**src/rtl/bus_source_arbiter.sv**
```systemverilog
// Registered bus source arbiter: picks one of N requesters (fixed priority or
// round-robin, with optional grant locking) and drives its data onto a registered bus.
module bus_source_arbiter #(
    parameter int WIDTH = 16,
    parameter int N     = 10,
    parameter int IDX_W = 4
) (
    input  logic                 clock,
    input  logic                 reset,
    input  logic [N*WIDTH-1:0]   data_in,
    input  logic [N-1:0]         select,
    input  logic                 mode,
    input  logic                 lock,
    output logic [WIDTH-1:0]     bus,
    output logic [N-1:0]         grant,
    output logic [IDX_W-1:0]     grant_idx,
    output logic                 bus_valid,
    output logic                 dbg_state,
    output logic [IDX_W-1:0]     dbg_rr_ptr
);

    // Handshake: select[i] is a level request, granted source is reported one
    // cycle later on grant/grant_idx with bus_valid=1; no ready/backpressure.

    typedef enum logic {
        IDLE    = 1'b0,
        GRANTED = 1'b1
    } state_t;

    state_t             r_state, w_state_nxt;
    logic [WIDTH-1:0]   r_bus, w_bus_nxt;
    logic [N-1:0]       r_grant, w_grant_nxt;
    logic [IDX_W-1:0]   r_idx, w_idx_nxt;
    logic               r_valid, w_valid_nxt;
    logic [IDX_W-1:0]   r_rr_ptr, w_rr_nxt;

    logic               w_fp_found, w_rr_found, w_arb_found;
    logic [IDX_W-1:0]   w_fp_idx, w_rr_idx, w_arb_idx;
    logic               w_hold;

    // Fixed priority: scanning downward leaves the lowest asserted index.
    always_comb begin
        w_fp_found = 1'b0;
        w_fp_idx   = '0;
        for (int i = N - 1; i >= 0; i--) begin
            if (select[i]) begin
                w_fp_found = 1'b1;
                w_fp_idx   = IDX_W'(i);
            end
        end
    end

    // Round-robin: same trick, scanning offsets from rr_ptr downward with wrap.
    always_comb begin : rr_search
        int j;
        j          = 0;
        w_rr_found = 1'b0;
        w_rr_idx   = '0;
        for (int k = N - 1; k >= 0; k--) begin
            j = int'(r_rr_ptr) + k;
            if (j >= N) j = j - N;
            if (select[j]) begin
                w_rr_found = 1'b1;
                w_rr_idx   = IDX_W'(j);
            end
        end
    end

    assign w_arb_found = mode ? w_rr_found : w_fp_found;
    assign w_arb_idx   = mode ? w_rr_idx   : w_fp_idx;
    assign w_hold      = (r_state == GRANTED) && select[r_idx] && lock;

    always_comb begin
        w_state_nxt = IDLE;
        w_bus_nxt   = '0;
        w_grant_nxt = '0;
        w_idx_nxt   = '0;
        w_valid_nxt = 1'b0;
        w_rr_nxt    = r_rr_ptr;
        case (r_state)
            IDLE, GRANTED: begin
                if (w_hold) begin
                    w_state_nxt = GRANTED;
                    w_grant_nxt = r_grant;
                    w_idx_nxt   = r_idx;
                    w_valid_nxt = 1'b1;
                    w_bus_nxt   = data_in[int'(r_idx)*WIDTH +: WIDTH];
                end else if (w_arb_found) begin
                    w_state_nxt = GRANTED;
                    w_grant_nxt = {{(N-1){1'b0}}, 1'b1} << w_arb_idx;
                    w_idx_nxt   = w_arb_idx;
                    w_valid_nxt = 1'b1;
                    w_bus_nxt   = data_in[int'(w_arb_idx)*WIDTH +: WIDTH];
                    w_rr_nxt    = (w_arb_idx == IDX_W'(N - 1)) ? '0 : w_arb_idx + 1'b1;
                end
            end
            default: w_state_nxt = IDLE;
        endcase
    end

    always_ff @(posedge clock) begin
        if (reset) begin
            r_state  <= IDLE;
            r_bus    <= '0;
            r_grant  <= '0;
            r_idx    <= '0;
            r_valid  <= 1'b0;
            r_rr_ptr <= '0;
        end else begin
            r_state  <= w_state_nxt;
            r_bus    <= w_bus_nxt;
            r_grant  <= w_grant_nxt;
            r_idx    <= w_idx_nxt;
            r_valid  <= w_valid_nxt;
            r_rr_ptr <= w_rr_nxt;
        end
    end

    assign bus        = r_bus;
    assign grant      = r_grant;
    assign grant_idx  = r_idx;
    assign bus_valid  = r_valid;
    assign dbg_state  = r_state;
    assign dbg_rr_ptr = r_rr_ptr;

endmodule

```
**config.mk**
```make
export PLATFORM = sky130hd
export DESIGN_NAME = bus_source_arbiter
export DESIGN_NICKNAME = d
export VERILOG_FILES = /design/src/rtl/bus_source_arbiter.sv
export SDC_FILE = /design/constraint.sdc
export NUM_CORES = 1
export LEC_CHECK = 0
export ABC_AREA = 1
export BUFFER_PORTS_ARGS = -buffer_cell sky130_fd_sc_hd__buf_2
export CAP_MARGIN = 10
export CORE_ASPECT_RATIO = 0.8
export CORE_MARGIN = 4
export CORE_UTILIZATION = 26
export DETAILED_ROUTE_END_ITERATION = 10
export SLEW_MARGIN = 20
export SYNTH_ARGS = -nofsm -noshare
export SYNTH_HDL_FRONTEND = slang
export SYNTH_SLANG_ARGS = --single-unit
export TNS_END_PERCENT = 100
```
**constraint.sdc**
```tcl
create_clock -name clock -period 10.9 [get_ports clock]
set_input_delay 2.18 -clock clock [delete_from_list [all_inputs] [get_ports clock]]
set_output_delay 2.18 -clock clock [all_outputs]
set_load 0.02 [all_outputs]
```
==> results.txt <==
----------------------------------------------------
[CTS]
  Number of buffers added by the clock tree synthesis step ... 5
  Number of gates resized after cts ... 0
  Number of buffers inserted for hold repair after clock tree synthesis ... 0
  Number of buffers added for setup after CTS ... 0
  CTS H-tree depth ... 2
  Worst-Skew Late Latency ... 0.29 ns
  Maximum root-to-sink buffer count ... 2
  Clock slew at the register clock pins of the worst setup and hold paths ... 0.06 ns
  Cell chosen for the clock root ... clkbuf_16
  CTS tree ... done
  Number of sinks on the clock net ... 35

[STA]
  RSZ-0062 raised after global routing ... false
  Least-Margin Pin Slew ... 1.00 ns
  Max transition margin ... 33.2%
  Total negative setup slack ... 0 ns
  Final critical-path share of the clock period ... 56.1%
  Total of endpoints with negative setup slack in the final report ... 0
  Setup ws final ... 4.78 ns
  Worst setup skew after layout ... 0.00366 ns
  Max frequency ... 163 MHz
  Fin Hold WS ... 0.462 ns
  Minimum clock period after layout ... 6.12 ns
  Total count of hold-check failures in the final report ... 0
  Max Transition Viols Final ... 0

[Worst setup path]
  Startpoint Class ... primary input
  Endpoint kind of the worst setup timing path ... flop
  Largest driver fanout on the critical path ... 73
  Data required time at the worst endpoint ... 11.04 ns
  WS Path Type ... in -> reg
  Crit path arrival time ... 6.26 ns

[Logic synthesis]
  Unique cell type count in the Yosys netlist ... 47
  Average size of a mapped cell ... 5.22 um2
  Number of flops mapped to enable cells by yosys ... 0
  Cell area after technology mapping ... 7040 um2
  Dominant cells by area after synthesis ... nand2_1 (27%), o21ai_0 (10%), dfxtp_1 (10%)
  Sequential area share after synthesis ... 9.95%
  Area share of the largest cell type after synthesis ... 26.7%
  Predominant post-synthesis flop cell ... dfxtp_1
  Post-Syn Nets ... 1549
  Synthesized netlist cell count ... 1350
  FF+latch count, synth ... 35
  Dominant cell type by area after synthesis ... nand2_1
  Number of warnings issued by yosys ... 0
  Async set-or-reset flop fraction in the synthesized netlist ... 0%

[Detailed routing]
  Router iterations before antenna repair ... 8
  Via count ... 9660
  Antenna Nets Post-Route ... 0
  Drt first-iter violations ... 1216
  Via count normalized by instance count ... 5.17
  Final Routed Wirelength ... 34.8 mm
  Average wire per standard cell ... 18.6 um
  DRC viols ... 0

[Global routing]
  Via count of the first global-routing pass ... 8352
  Largest net degree at the start of global routing ... 87
  Wire length of the first global-routing pass ... 50.9 mm
  GR met1 Demand/Resource ... 34.9%
  Highest-utilization routing layer at the global route stage ... met1
  Initial antenna violation count ... 5
  Global-route met2 utilization ... 28.9%
  Congestion Overflow GR ... 0
  M3 GR Usage ... 5.68%
  Total routing usage reported by global routing ... 21.9%

[Hold path]
  Hold crit path type ... reg -> reg

[Placement]
  Place WS ... 4.60 ns
  Post-detailed-placement half-perimeter wirelength ... 27.1 mm
  GP Congestion ... 1.02
  Number of I/O port buffers ... 209
  Area after detailed placement ... 8260 um2

[Floorplanning]
  Placeable core region ... 26500 um2
  Die span in y ... 155 um
  Number of rows in the core area ... 53
  Initial standard-cell utilization of the core ... 26.6%
  Overall die area ... 29800 um2
  I/O pin total ... 210
  Die span in x ... 192 um

[Status]
  Outcome ... completed

[Cells and area]
  Area of the multi-input gates ... 5380 um2
  Seq. cell area ... 703 um2
  Fraction of final layout cells sized beyond drive strength 1 ... 20.1%
  Most frequent standard cell in the layout excluding fill and tap cells ... nand2_1
  Most frequent cells in the layout ... nand2_1 (500), buf_2 (209), inv_1 (144)
  Final-layout fill cell count ... 3061
  Design Area, Final ... 8430 um2
  Signed area change from the synthesized netlist to the final layout ... 19.7%
  Final layout net count ... 1703

[Flow run]
  Max-cap viol count ... 0

----------------------------------------------------
## cells in the mapped netlist, types with 7 or more instances
library cell	number
a21oi_1	85
a21oi_2	10
buf_2	17
buf_4	11
clkbuf_1	36
dfxtp_1	35
ha_1	25
inv_1	144
inv_2	10
nand2_1	500
nand2_2	19
nand2_4	7
nand3_1	110
nand4_1	25
nor2_1	52
o211ai_1	38
o21ai_0	142
o21ai_1	20
## flip-flops by register name, indices dropped and copies added, names as in the netlist
signal,cells
bus,16
bus_valid,1
dbg_rr_ptr,4
grant,10
grant_idx,4
## area by class of cell
| type | count | area share [%] |
|---|---|---|
| inverter | 158 | 7.07 |
| timing repair buffer | 221 | 13.5 |
| clock inverter | 3 | 0.297 |
| sequential | 35 | 8.34 |
| antenna | 5 | 0.148 |
| clock buffer | 5 | 1.48 |
| multi-input combinational | 1083 | 63.9 |
| tap | 357 | 5.30 |
## layer usage
layer	part of all wire, %	wire length, um	up-vias
met3	12	4210	42
met1	47	16400	4344
met2	39	13600	567
met5	0	0	-
met4	1.8	612	0
li1	-	-	4707
## critical path: stages
cell,delay [ns]
buf_2,0.14
o21ai_0,0.63
nand3_1,0.17
nand3_1,0.13
nand2_1,0.07
a21oi_1,0.38
nand2_1,0.12
nand2_1,0.08
nor2_1,0.04
nand2_1,0.08
nand3_2,0.09
nand2_4,0.09
nand2_4,0.39
inv_2,0.92
nand2_1,0.12
o21ai_0,0.13
nand2_1,0.08
nand2_1,0.11
nand2_1,0.07
nand4_1,0.16
a21oi_2,0.06
## worst paths after layout
path	cells past startpoint	startpoint	slack, ns	end
hold reg to reg	2	grant[2]$_SDFFE_PP0N_	0.46	grant[2]$_SDFFE_PP0N_
hold / removal	2	grant[2]$_SDFFE_PP0N_	0.46	grant[2]$_SDFFE_PP0N_
setup / recovery	21	select[0]	4.78	bus[9]$_SDFF_PP0_
setup reg to reg	26	dbg_rr_ptr[0]$_SDFFE_PP0P_	5.29	bus[9]$_SDFF_PP0_
## cells by family (layout without fill, tap and decap cells)
| kind of cell | Yosys count | in the layout | share of synthesized area, % |
|---|---|---|---|
| buf+inv | 232 | 387 | 13.7 |
| fa+ha+maj | 25 | 25 | 4.44 |
| other cells | 0 | 5 | 0 |
| compound gates | 311 | 311 | 24.9 |
| xor+xnor | 8 | 8 | 1.32 |
| flops | 35 | 35 | 9.95 |
| simple gates | 733 | 733 | 44.9 |
| mux | 6 | 6 | 0.853 |
## per-stage QoR
step	std cells	util (%)
after floorplan	1350	-
after global placement	1854	31.2
after detailed placement	1854	31.2
after CTS	1862	31.8
after global routing	1867	31.8
final	1867	31.8
Power is not shown: default switching activity piles up to over one toggle a cycle in this logic, so the estimate is an artifact.
